<file path="src/rtl/evm_booth_arbiter_pkg.sv">
// Shared definitions for the booth arbiter: state encoding and party code width.
package evm_arb_pkg;

    localparam int PARTY_W = 2;

    localparam logic [1:0] ST_IDLE   = 2'd0;
    localparam logic [1:0] ST_COMMIT = 2'd1;
    localparam logic [1:0] ST_HOLD   = 2'd2;

    typedef enum logic [1:0] {
        S_IDLE   = ST_IDLE,
        S_COMMIT = ST_COMMIT,
        S_HOLD   = ST_HOLD
    } state_t;

    // Index width for a booth vector; never below one bit.
    function automatic int idx_w(input int n);
        return (n <= 2) ? 1 : $clog2(n);
    endfunction

endpackage

</file>
<file path="src/rtl/evm_booth_arbiter_if.sv">
// Booth-side and counter-side signals of the arbiter, grouped as one bus.
interface evm_booth_arbiter_if #(
    parameter int NUM_BOOTHS = 4,
    parameter int CNT_W      = 8
);
    import evm_arb_pkg::*;

    logic                          poll_open;
    logic [NUM_BOOTHS-1:0]         booth_req;
    logic [PARTY_W*NUM_BOOTHS-1:0] booth_party;
    logic [NUM_BOOTHS-1:0]         booth_ack;
    logic                          incr_valid;
    logic [PARTY_W-1:0]            incr_party;
    logic                          busy;
    logic [CNT_W-1:0]              commit_count;

    modport slave (
        input  poll_open, booth_req, booth_party,
        output booth_ack, incr_valid, incr_party, busy, commit_count
    );

    modport master (
        output poll_open, booth_req, booth_party,
        input  booth_ack, incr_valid, incr_party, busy, commit_count
    );

endinterface

</file>
<file path="src/rtl/evm_booth_arbiter_picker.sv">
// Round-robin picker: first requester at or after rr_ptr, wrapping modulo N.
module evm_rr_picker #(
    parameter int N     = 4,
    parameter int IDX_W = 2
) (
    input  logic [N-1:0]     i_req,
    input  logic [IDX_W-1:0] i_rr_ptr,
    output logic [N-1:0]     o_grant,
    output logic [IDX_W-1:0] o_grant_idx,
    output logic             o_any_req
);
    logic [IDX_W-1:0] w_cand;

    // Scan offsets from the far end down so the nearest requester to rr_ptr wins.
    always_comb begin
        w_cand      = '0;
        o_grant_idx = '0;
        o_any_req   = |i_req;
        for (int k = N - 1; k >= 0; k--) begin
            w_cand = IDX_W'((int'(i_rr_ptr) + k) % N);
            if (i_req[w_cand]) begin
                o_grant_idx = w_cand;
            end
        end
        o_grant = o_any_req ? (N'(1) << o_grant_idx) : '0;
    end

endmodule

</file>
<file path="src/rtl/evm_booth_arbiter.sv">
// Booth arbiter: grants one booth commit at a time to the shared vote counter.
//
// state  | meaning
// IDLE   | waiting for a request while the poll is open
// COMMIT | one-cycle increment pulse and booth ack
// HOLD   | guard time before the next grant may be considered
module evm_booth_arbiter #(
    parameter int NUM_BOOTHS  = 4,
    parameter int HOLD_CYCLES = 2,
    parameter int CNT_W       = 8
) (
    input  logic               clk,
    input  logic               reset,
    evm_booth_arbiter_if.slave bus
);
    import evm_arb_pkg::*;

    localparam int IDX_W = idx_w(NUM_BOOTHS);
    localparam int HC_W  = $clog2(HOLD_CYCLES + 1);

    logic                  r_rst_meta;
    logic                  r_rst_sync;
    logic                  w_rst_n;

    state_t                r_state;
    logic [IDX_W-1:0]      r_idx;
    logic [IDX_W-1:0]      r_rr_ptr;
    logic [HC_W-1:0]       r_hold_cnt;
    logic [NUM_BOOTHS-1:0] r_ack;
    logic                  r_incr_valid;
    logic [PARTY_W-1:0]    r_incr_party;
    logic                  r_busy;
    logic [CNT_W-1:0]      r_count;

    logic [NUM_BOOTHS-1:0] w_grant;
    logic [IDX_W-1:0]      w_grant_idx;
    logic                  w_any_req;
    logic [PARTY_W-1:0]    w_party_sel;

    // Reset asserts immediately and releases on a clock edge after two stages.
    always_ff @(posedge clk or negedge reset) begin
        if (!reset) begin
            r_rst_meta <= 1'b0;
            r_rst_sync <= 1'b0;
        end else begin
            r_rst_meta <= 1'b1;
            r_rst_sync <= r_rst_meta;
        end
    end

    assign w_rst_n = r_rst_sync;

    evm_rr_picker #(
        .N     (NUM_BOOTHS),
        .IDX_W (IDX_W)
    ) u_picker (
        .i_req       (bus.booth_req),
        .i_rr_ptr    (r_rr_ptr),
        .o_grant     (w_grant),
        .o_grant_idx (w_grant_idx),
        .o_any_req   (w_any_req)
    );

    // Party code of the booth the picker currently selects.
    always_comb begin
        w_party_sel = '0;
        for (int i = 0; i < NUM_BOOTHS; i++) begin
            if (w_grant_idx == IDX_W'(i)) begin
                w_party_sel = bus.booth_party[i*PARTY_W +: PARTY_W];
            end
        end
    end

    // Grant FSM; pulses are loaded at the grant edge so they appear during COMMIT.
    always_ff @(posedge clk or negedge w_rst_n) begin
        if (!w_rst_n) begin
            r_state      <= S_IDLE;
            r_idx        <= '0;
            r_rr_ptr     <= '0;
            r_hold_cnt   <= '0;
            r_ack        <= '0;
            r_incr_valid <= 1'b0;
            r_incr_party <= '0;
            r_busy       <= 1'b0;
            r_count      <= '0;
        end else begin
            r_ack        <= '0;
            r_incr_valid <= 1'b0;
            r_incr_party <= '0;
            case (r_state)
                S_IDLE: begin
                    if (bus.poll_open && w_any_req) begin
                        r_state      <= S_COMMIT;
                        r_idx        <= w_grant_idx;
                        r_ack        <= w_grant;
                        r_incr_valid <= 1'b1;
                        r_incr_party <= w_party_sel;
                        r_busy       <= 1'b1;
                        if (r_count != '1) begin
                            r_count <= r_count + 1'b1;
                        end
                    end
                end
                S_COMMIT: begin
                    r_rr_ptr   <= (r_idx == IDX_W'(NUM_BOOTHS - 1)) ? '0 : r_idx + 1'b1;
                    r_hold_cnt <= HC_W'(HOLD_CYCLES - 1);
                    r_state    <= S_HOLD;
                end
                S_HOLD: begin
                    if (r_hold_cnt != '0) begin
                        r_hold_cnt <= r_hold_cnt - 1'b1;
                    end else begin
                        r_state <= S_IDLE;
                        r_busy  <= 1'b0;
                    end
                end
                default: begin
                    r_state <= S_IDLE;
                    r_busy  <= 1'b0;
                end
            endcase
        end
    end

    assign bus.booth_ack    = r_ack;
    assign bus.incr_valid   = r_incr_valid;
    assign bus.incr_party   = r_incr_party;
    assign bus.busy         = r_busy;
    assign bus.commit_count = r_count;

endmodule

</file>
<file path="src/flat_wrapper.sv">
// flat-port wrapper written by rule: the top's interface ports become plain ports
module evm_booth_arbiter_flat import evm_arb_pkg::*;
#(
    parameter int NUM_BOOTHS  = 4,
    parameter int HOLD_CYCLES = 2,
    parameter int CNT_W       = 8
)
  (clk, reset, bus_poll_open, bus_booth_req, bus_booth_party, bus_booth_ack, bus_incr_valid, bus_incr_party, bus_busy, bus_commit_count);
  evm_booth_arbiter_if #(.NUM_BOOTHS(NUM_BOOTHS), .CNT_W(CNT_W)) bus_i ();
  input  logic clk;
  input  logic reset;
  input wire logic [$bits(bus_i.poll_open)-1:0] bus_poll_open;
  input wire logic [$bits(bus_i.booth_req)-1:0] bus_booth_req;
  input wire logic [$bits(bus_i.booth_party)-1:0] bus_booth_party;
  output wire logic [$bits(bus_i.booth_ack)-1:0] bus_booth_ack;
  output wire logic [$bits(bus_i.incr_valid)-1:0] bus_incr_valid;
  output wire logic [$bits(bus_i.incr_party)-1:0] bus_incr_party;
  output wire logic [$bits(bus_i.busy)-1:0] bus_busy;
  output wire logic [$bits(bus_i.commit_count)-1:0] bus_commit_count;
  assign bus_i.poll_open = bus_poll_open;
  assign bus_i.booth_req = bus_booth_req;
  assign bus_i.booth_party = bus_booth_party;
  assign bus_booth_ack = bus_i.booth_ack;
  assign bus_incr_valid = bus_i.incr_valid;
  assign bus_incr_party = bus_i.incr_party;
  assign bus_busy = bus_i.busy;
  assign bus_commit_count = bus_i.commit_count;
  evm_booth_arbiter #(.NUM_BOOTHS(NUM_BOOTHS), .HOLD_CYCLES(HOLD_CYCLES), .CNT_W(CNT_W)) u_core (.clk(clk), .reset(reset), .bus(bus_i));
endmodule
</file>
<file path="config.mk">
export PLATFORM = sky130hd
export DESIGN_NAME = evm_booth_arbiter_flat
export DESIGN_NICKNAME = d
export VERILOG_FILES = /design/src/rtl/evm_booth_arbiter_pkg.sv /design/src/rtl/evm_booth_arbiter_if.sv /design/src/rtl/evm_booth_arbiter_picker.sv /design/src/rtl/evm_booth_arbiter.sv /design/src/flat_wrapper.sv
export SDC_FILE = /design/constraint.sdc
export NUM_CORES = 1
export LEC_CHECK = 0
export ABC_AREA = 1
export CORE_MARGIN = 2
export CORE_UTILIZATION = 40
export CTS_BUF_LIST = sky130_fd_sc_hd__clkbuf_8
export DETAILED_ROUTE_END_ITERATION = 10
export GPL_TIMING_DRIVEN = 0
export PLACE_DENSITY = 0.65
export SYNTH_ARGS = -nofsm -noshare
export SYNTH_HDL_FRONTEND = slang
export SYNTH_HIERARCHICAL = 1
export SYNTH_SLANG_ARGS = --single-unit
</file>
<file path="constraint.sdc">
create_clock -name clk -period 1.81 [get_ports clk]
set_clock_uncertainty 0.05 [all_clocks]
set_input_delay 0.362 -clock clk [delete_from_list [all_inputs] [get_ports clk]]
set_output_delay 0.362 -clock clk [all_outputs]
set_load 0.02 [all_outputs]
</file>
== After elaboration in Yosys (flattened, before gate mapping) ==
Cells that the tools add are included.
Storage, ports and cells
  flip-flop bits (word level): 26
  latch bits: 0
  bits in writable memories: 0
  ROM bits: 0
  input bits: 15
  logic and storage cells: 76
  memories kept: 0
Operators by class
  $add $sub $neg: 6
  multipliers: 0
  divide/modulo/power cells: 0
  $lt $le $gt $ge: 4
  equality and inequality tests: 10
  shift-type cells: 1
  muxes and demuxes: 32
  bitwise operators: 1
  reduce and logical (&&, ||, !) cells: 11
Operators by type and width (count)
  two-way mux 2 bit: 14
  less-than comparator 2 x 3 -> 1 bit (second input constant): 4
  two-way mux 4 bit: 3
  adder 8 x 1 -> 8 bit (second input constant): 1
  binary-select mux 1 bit (select 2 bit): 4
  == test 2 bit (second input constant): 4
  two-way mux 1 bit: 8
  != test 8 bit (second input constant): 1
  case mux 2 bit (3 select lines): 1
  AND reduction 2 bit: 3
  AND reduction 3 bit: 2
  adder 2 x 1 -> 2 bit (second input constant): 2
  adder 2 bit (second input constant): 2
  == test 2 x 1 -> 1 bit (second input constant): 2
  zero test 2 bit: 2
  != test 2 x 1 -> 1 bit (second input constant): 2
  case mux 2 bit (2 select lines): 1
  nonzero test 2 bit: 2
  OR reduction 4 bit: 1
  << shifter 1 x 2 -> 4 bit (first input constant): 1
  case mux 1 bit (3 select lines): 1
  != test 2 bit (second input constant): 1
  subtractor 2 x 1 -> 2 bit (second input constant): 1
  logical AND 1 bit: 1
  inverter 1 bit: 1

== Longest topological paths before layout ==
Gate-level depths: netlist (run 1).
  word-level depth: 14
  depth in mapped cells: 15
  gate-level depth less buffers: 15

== Hierarchy ==
The synthesis (run 1) kept the hierarchy.
By module, submodules not included
  evm_booth_arbiter: instances 1, cells each 135, area each 1199.9 µm², sequential area each 650.6 µm²
  evm_rr_picker: instances 1, cells each 66, area each 281.5 µm², sequential area each 0.0 µm²

== Worst setup path before layout (run 1) ==
Ideal clock, no wire load.
  path type: register to register
  start: register u_core.r_rr_ptr[0]
  end: register u_core.r_incr_party[0], in the netlist u_core/bus.incr_party[0]
  library setup time: 0.120 ns
  arrival time: 1.467 ns
  data required time: 1.640 ns
  slack: 0.173 ns
  cell stages (with the launch flop): 14
  path buffers: 1
  period minus slack after synthesis: 1.637 ns
  cell sequence: dfrtp_1 -> buf_6 -> nand2_1 -> nand3_2 -> nand2_1 -> nand2_1 -> nand2_1 -> nand2_1 -> nand2_1 -> nand2_1 -> o21ai_0 -> nand3_1 -> o211ai_1 -> inv_1
On the way
  cells in the longest elaborated chain, start to end: 14
  elaborated cells on any way between the ends: 25
  those cells by class: add/sub: 3; eq/ne: 3; mux: 18; reduce/logical: 1
RTL lines
  start, declared: line evm_booth_arbiter.sv:27  | logic [IDX_W-1:0] r_rr_ptr;
  start signal, assigned: line evm_booth_arbiter.sv:105  | r_rr_ptr <= (r_idx == IDX_W'(NUM_BOOTHS - 1)) ? '0 : r_idx + 1'b1;
  adder 2 bit: line evm_booth_arbiter_picker.sv:20  | w_cand = IDX_W'((int'(i_rr_ptr) + k) % N);
  binary-select mux 1 bit (select 2 bit): line evm_booth_arbiter_picker.sv:21  | if (i_req[w_cand]) begin
  two-way mux 1 bit (not written as such): line evm_booth_arbiter_picker.sv:21
  two-way mux 2 bit (3 in a row): line evm_booth_arbiter_picker.sv:21
  two-way mux 2 bit *: line evm_booth_arbiter_picker.sv:21
  via u_core.w_grant_idx[1]: line evm_booth_arbiter.sv:36  | logic [IDX_W-1:0] w_grant_idx;
  zero test 2 bit: line evm_booth_arbiter.sv:68  | if (w_grant_idx == IDX_W'(i)) begin
  two-way mux 2 bit (3 in a row): line evm_booth_arbiter.sv:68
  two-way mux 2 bit *: line evm_booth_arbiter.sv:68
  two-way mux 2 bit *: line evm_booth_arbiter.sv:92  | if (bus.poll_open && w_any_req) begin
  two-way mux 2 bit *: line evm_booth_arbiter.sv:90  | case (r_state)
  end signal, assigned: line evm_booth_arbiter.sv:97  | r_incr_party <= w_party_sel;
  end, declared: line evm_booth_arbiter.sv:31  | logic [PARTY_W-1:0] r_incr_party;
Mark *: on every way through the listed nets, which the timed path passes. The rest lies on a longest branch. The select of a mux whose other input is x is not followed.
A chain may end at the register's enable or synchronous reset.

== Worst setup path after layout (run 1) ==
  start: register u_core.r_count[4], in the netlist u_core/bus.commit_count[4]
  end: output port bus_commit_count[4]
RTL lines
  start, declared: line evm_booth_arbiter.sv:33  | logic [CNT_W-1:0] r_count;
  start signal, assigned: line evm_booth_arbiter.sv:100  | r_count <= r_count + 1'b1;
  end, declared: line flat_wrapper.sv:19  | output wire logic [$bits(bus_i.commit_count)-1:0] bus_commit_count;
No word-level cell between the ends.

==> results of run 1 <==
[logic make-up (layout without fill, tap and decap cells)]
| group | after synthesis | in the layout |
|---|---|---|
| simple gates | 127 | 127 |
| buf+inv | 29 | 72 |
| flops | 26 | 26 |
| compound gates | 11 | 11 |
| fa+ha+maj | 3 | 3 |
| xor+xnor | 3 | 3 |
| other cells | 1 | 1 |
| mux | 1 | 1 |
[sequential cells by signal (all words and copies together), names as in the netlist]
name	count
u_core/bus.incr_valid	1
u_core/bus.busy	1
u_core/r_state	2
u_core/r_rr_ptr	2
u_core/r_idx	2
u_core/bus.booth_ack	4
u_core/r_hold_cnt	2
u_core/r_rst_sync	1
u_core/bus.commit_count	8
u_core/r_rst_meta	1
u_core/bus.incr_party	2
[final cells by class]
class / count / area (µm²)
plain buffers: 1 / 11.3
fillers: 339 / 1520
well taps: 48 / 60.1
repair buffers: 40 / 393
multi-input cells: 146 / 813
flip-flops and latches: 26 / 653
clock buffers: 3 / 41.3
inverters: 28 / 113
[stage by stage]
step	worst slack (ns)	setup TNS [ns]
5_1_grt	-0.0560	-0.190
6_report	0.0502	0
3_3_place_gp	-0.355	-1.67
2_1_floorplan	0.173	0
4_1_cts	-0.000374	-0.000374
3_5_place_dp	-0.420	-1.94
[repair_timing]
item,4_1_cts,5_1_grt
pin swaps,2,18
hold buffers,0,0
endpoints found under the setup margin,3,5
gates resized for setup,9,41
setup buffers,2,7
cloned,0,1
[final timing paths]
kind	depth (start not counted)	start	slack, ns	to
worst max-delay path	1	u_core/bus.commit_count[4]$_DFFE_PN0P_	0.05	bus_commit_count[4]
worst min-delay path	1	reset	0.20	u_core/r_rst_meta$_DFF_PN0_
worst max register to register	13	u_core/r_rr_ptr[0]$_DFFE_PN0P_	0.08	u_core/bus.incr_party[1]$_DFF_PN0_
worst min register to register	0	u_core/r_rst_meta$_DFF_PN0_	0.31	u_core/r_rst_sync$_DFF_PN0_
max in group asynchronous	0	u_core/r_rst_sync$_DFF_PN0_	0.76	u_core/r_rr_ptr[0]$_DFFE_PN0P_
min in group clk	0	u_core/r_rst_meta$_DFF_PN0_	0.31	u_core/r_rst_sync$_DFF_PN0_
[cell usage in the layout, fill, tap and decap left out, types with 2 or more instances in the layout]
master                            synthesis  layout
sky130_fd_sc_hd__a21oi_1                  2       2
sky130_fd_sc_hd__buf_4                    0       9
sky130_fd_sc_hd__buf_6                    1       2
sky130_fd_sc_hd__clkbuf_8                 0       3
sky130_fd_sc_hd__clkdlybuf4s50_1          0      23
sky130_fd_sc_hd__dfrtp_1                 26      24
sky130_fd_sc_hd__dfrtp_2                  0       2
sky130_fd_sc_hd__dlymetal6s2s_1           0       6
sky130_fd_sc_hd__ha_1                     3       3
sky130_fd_sc_hd__inv_1                   22      16
sky130_fd_sc_hd__inv_2                    5       9
sky130_fd_sc_hd__inv_4                    1       3
sky130_fd_sc_hd__nand2_1                 76      62
sky130_fd_sc_hd__nand2_2                  8      19
sky130_fd_sc_hd__nand2_4                  1       4
sky130_fd_sc_hd__nand3_1                 17      12
sky130_fd_sc_hd__nand3_2                  1       5
sky130_fd_sc_hd__nand4_1                  3       3
sky130_fd_sc_hd__nor2_1                  17      13
sky130_fd_sc_hd__nor2_2                   1       4
sky130_fd_sc_hd__nor2_4                   1       2
sky130_fd_sc_hd__o211ai_1                 2       2
sky130_fd_sc_hd__o21ai_1                  2       3
sky130_fd_sc_hd__xnor2_1                  3       3
[layer usage]
metal	GRT usage [%]	part of all wire, %
met5	0	0
met4	2.13	0.58
met3	4.51	5.4
met2	25.3	48
met1	22.1	46
[report_power, final]
| group | switching [mW] | leakage (nW) | internal, mW |
|---|---|---|---|
| clock | 0.166 | 0.0216 | 0.149 |
| sequential | 0.178 | 0.334 | 0.779 |
| combinational | 1.27 | 0.728 | 0.960 |
==> impl_metrics.sql, run 1 <==
INSERT INTO impl_metrics (metric_group, metric, value, unit) VALUES
('critical_path', 'cp_num_buf_inv', '1', ''),
('yosys', 'number_of_synthesized_flops_with_an_enable_pin', '0', ''),
('cts', 'clock_sinks', '26', ''),
('critical_path', 'worstSetupPathType', 'reg2out', ''),
('yosys', 'synthDominantCellAreaShare', '43.9', '%'),
('placement', 'placed_cells', '279', ''),
('route', 'dr.first_iter.drc_count', '91', ''),
('yosys', 'share_of_synthesized_cell_area_in_full_adder_half_adder_and_majority_cells', '2.53', '%'),
('status', 'run_status', 'finished, final reports clean', ''),
('floorplan', 'initial_utilization', '41.1', '%'),
('route', 'detailedRoute.firstPassIterationCount', '4', ''),
('yosys', 'synth_ff_type', 'sky130_fd_sc_hd__dfrtp_1', ''),
('hold_path', 'min_path_type', 'in2async', ''),
('yosys', 'synth_cells', '201', ''),
('yosys', 'yosys_warnings', '6', ''),
('yosys', 'syn-num-nets', '219', ''),
('finish', 'layout-area-overhead-vs-synth', '40.7', '%'),
('global_routing', 'groute.usage.overall', '15.9', '%'),
('critical_path', 'timing.critical_path.to_type', 'primary output', ''),
('job', 'maxCapViolations', '0', ''),
('floorplan', 'ios', '31', ''),
('yosys', 'simple_gate_portion_of_the_synthesized_area', '38.4', '%'),
('floorplan', 'die_height', '64.9', 'µm'),
('critical_path', 'critical_path_arrival', '1.35', 'ns'),
('finish', 'final_design_utilization', '57.8', '%'),
('route', 'drc', '0', ''),
('yosys', 'synth-seq-cells', '26', ''),
('floorplan', 'die_width', '64.9', 'µm'),
('timing', 'whs', '0.196', 'ns'),
('placement', 'finalWeightedCongestion', '0.835', ''),
('yosys', 'yosys.cell_count.top_type', 'sky130_fd_sc_hd__nand2_1', ''),
('pwr', 'total_leakage_power', '1.08', 'nW'),
('global_routing', 'grt_overflow', '0', ''),
('route', 'vias', '1408', ''),
('timing', 'timing.final.hold_violations', '0', ''),
('cts', 'cts_made_buffers', '3', ''),
('critical_path', 'worstPathCellList', 'clkdlybuf4s50_1', ''),
('critical_path', 'crit_family', 'buffers and inverters', ''),
('route', 'wl_per_cell', '10.7', 'µm'),
('timing', 'max-slew-margin-rel', '39.3', '%'),
('pwr', 'ir_worst_vdd', '0.000706', 'V'),
('cts', 'latest_clock_arrival_within_the_worst_skew_pair', '0.26', 'ns'),
('yosys', 'async_reset_ff_share', '100', '%'),
('placement', 'hpwl', '2170', 'µm'),
('yosys', 'synthDominantAreaCellType', 'sky130_fd_sc_hd__dfrtp_1', ''),
('yosys', 'mean_instance_size_in_the_synthesized_netlist', '7.37', 'µm²'),
('floorplan', 'rows', '22', ''),
('pwr', 'power.total', '3.50', 'mW'),
('global_routing', 'grt_max_degree', '25', ''),
('global_routing', 'grt_pass1_wl', '5320', 'µm'),
('yosys', 'yosys-mux-area-fraction', '0.760', '%'),
('cts', 'cts_tree', 'built', ''),
('cts', 'cts-root-to-sink-buffers', '2', ''),
('route', 'antenna_violating_nets_post_route', '0', ''),
('floorplan', 'placeableCoreArea', '3610', 'µm²'),
('yosys', 'area_share_of_xor_xnor_cells_in_the_synthesized_design', '1.77', '%'),
('critical_path', 'worst_path_max_delay_cell', 'sky130_fd_sc_hd__clkdlybuf4s50_1', ''),
('yosys', 'synth_cell_type_count', '26', ''),
('finish', 'layout.nets', '264', ''),
('cts', 'cts_htree_levels', '1', ''),
('finish', 'final_layout_size_suffix_gt1_share', '27.0', '%'),
('yosys', 'synth.cell_area', '1480', 'µm²'),
('yosys', 'compound_gate_portion_of_the_synthesized_area', '4.31', '%'),
('finish', 'finalInstanceArea', '2080', 'µm²'),
('pwr', 'power-per-cell-area', '1680', 'nW/µm²'),
('yosys', 'synth_top_family_by_area', 'simple AND/OR/NAND/NOR gates', ''),
('yosys', 'synth_sequential_area_ratio', '43.9', '%'),
('critical_path', 'timing.critical_path.required', '1.40', 'ns'),
('timing', 'layout_worst_path_cycle_share', '97.2', '%'),
('timing', 'finalMaxSlewViolations', '0', ''),
('floorplan', 'die_area', '4210', 'µm²');
(Power assumes the default switching activity.)
==> run 2, diff against run 1 <==
Settings changed: CAP_MARGIN set to 20.
==> results of run 2 <==
Same layout as run 1: the final DEF is identical, and so are final timing and power.
==> run 3, diff against run 2 <==
Settings changed: CAP_MARGIN 20 to 0.
==> results of run 3 <==
Same layout as run 1: the final DEF is identical, and so are final timing and power.
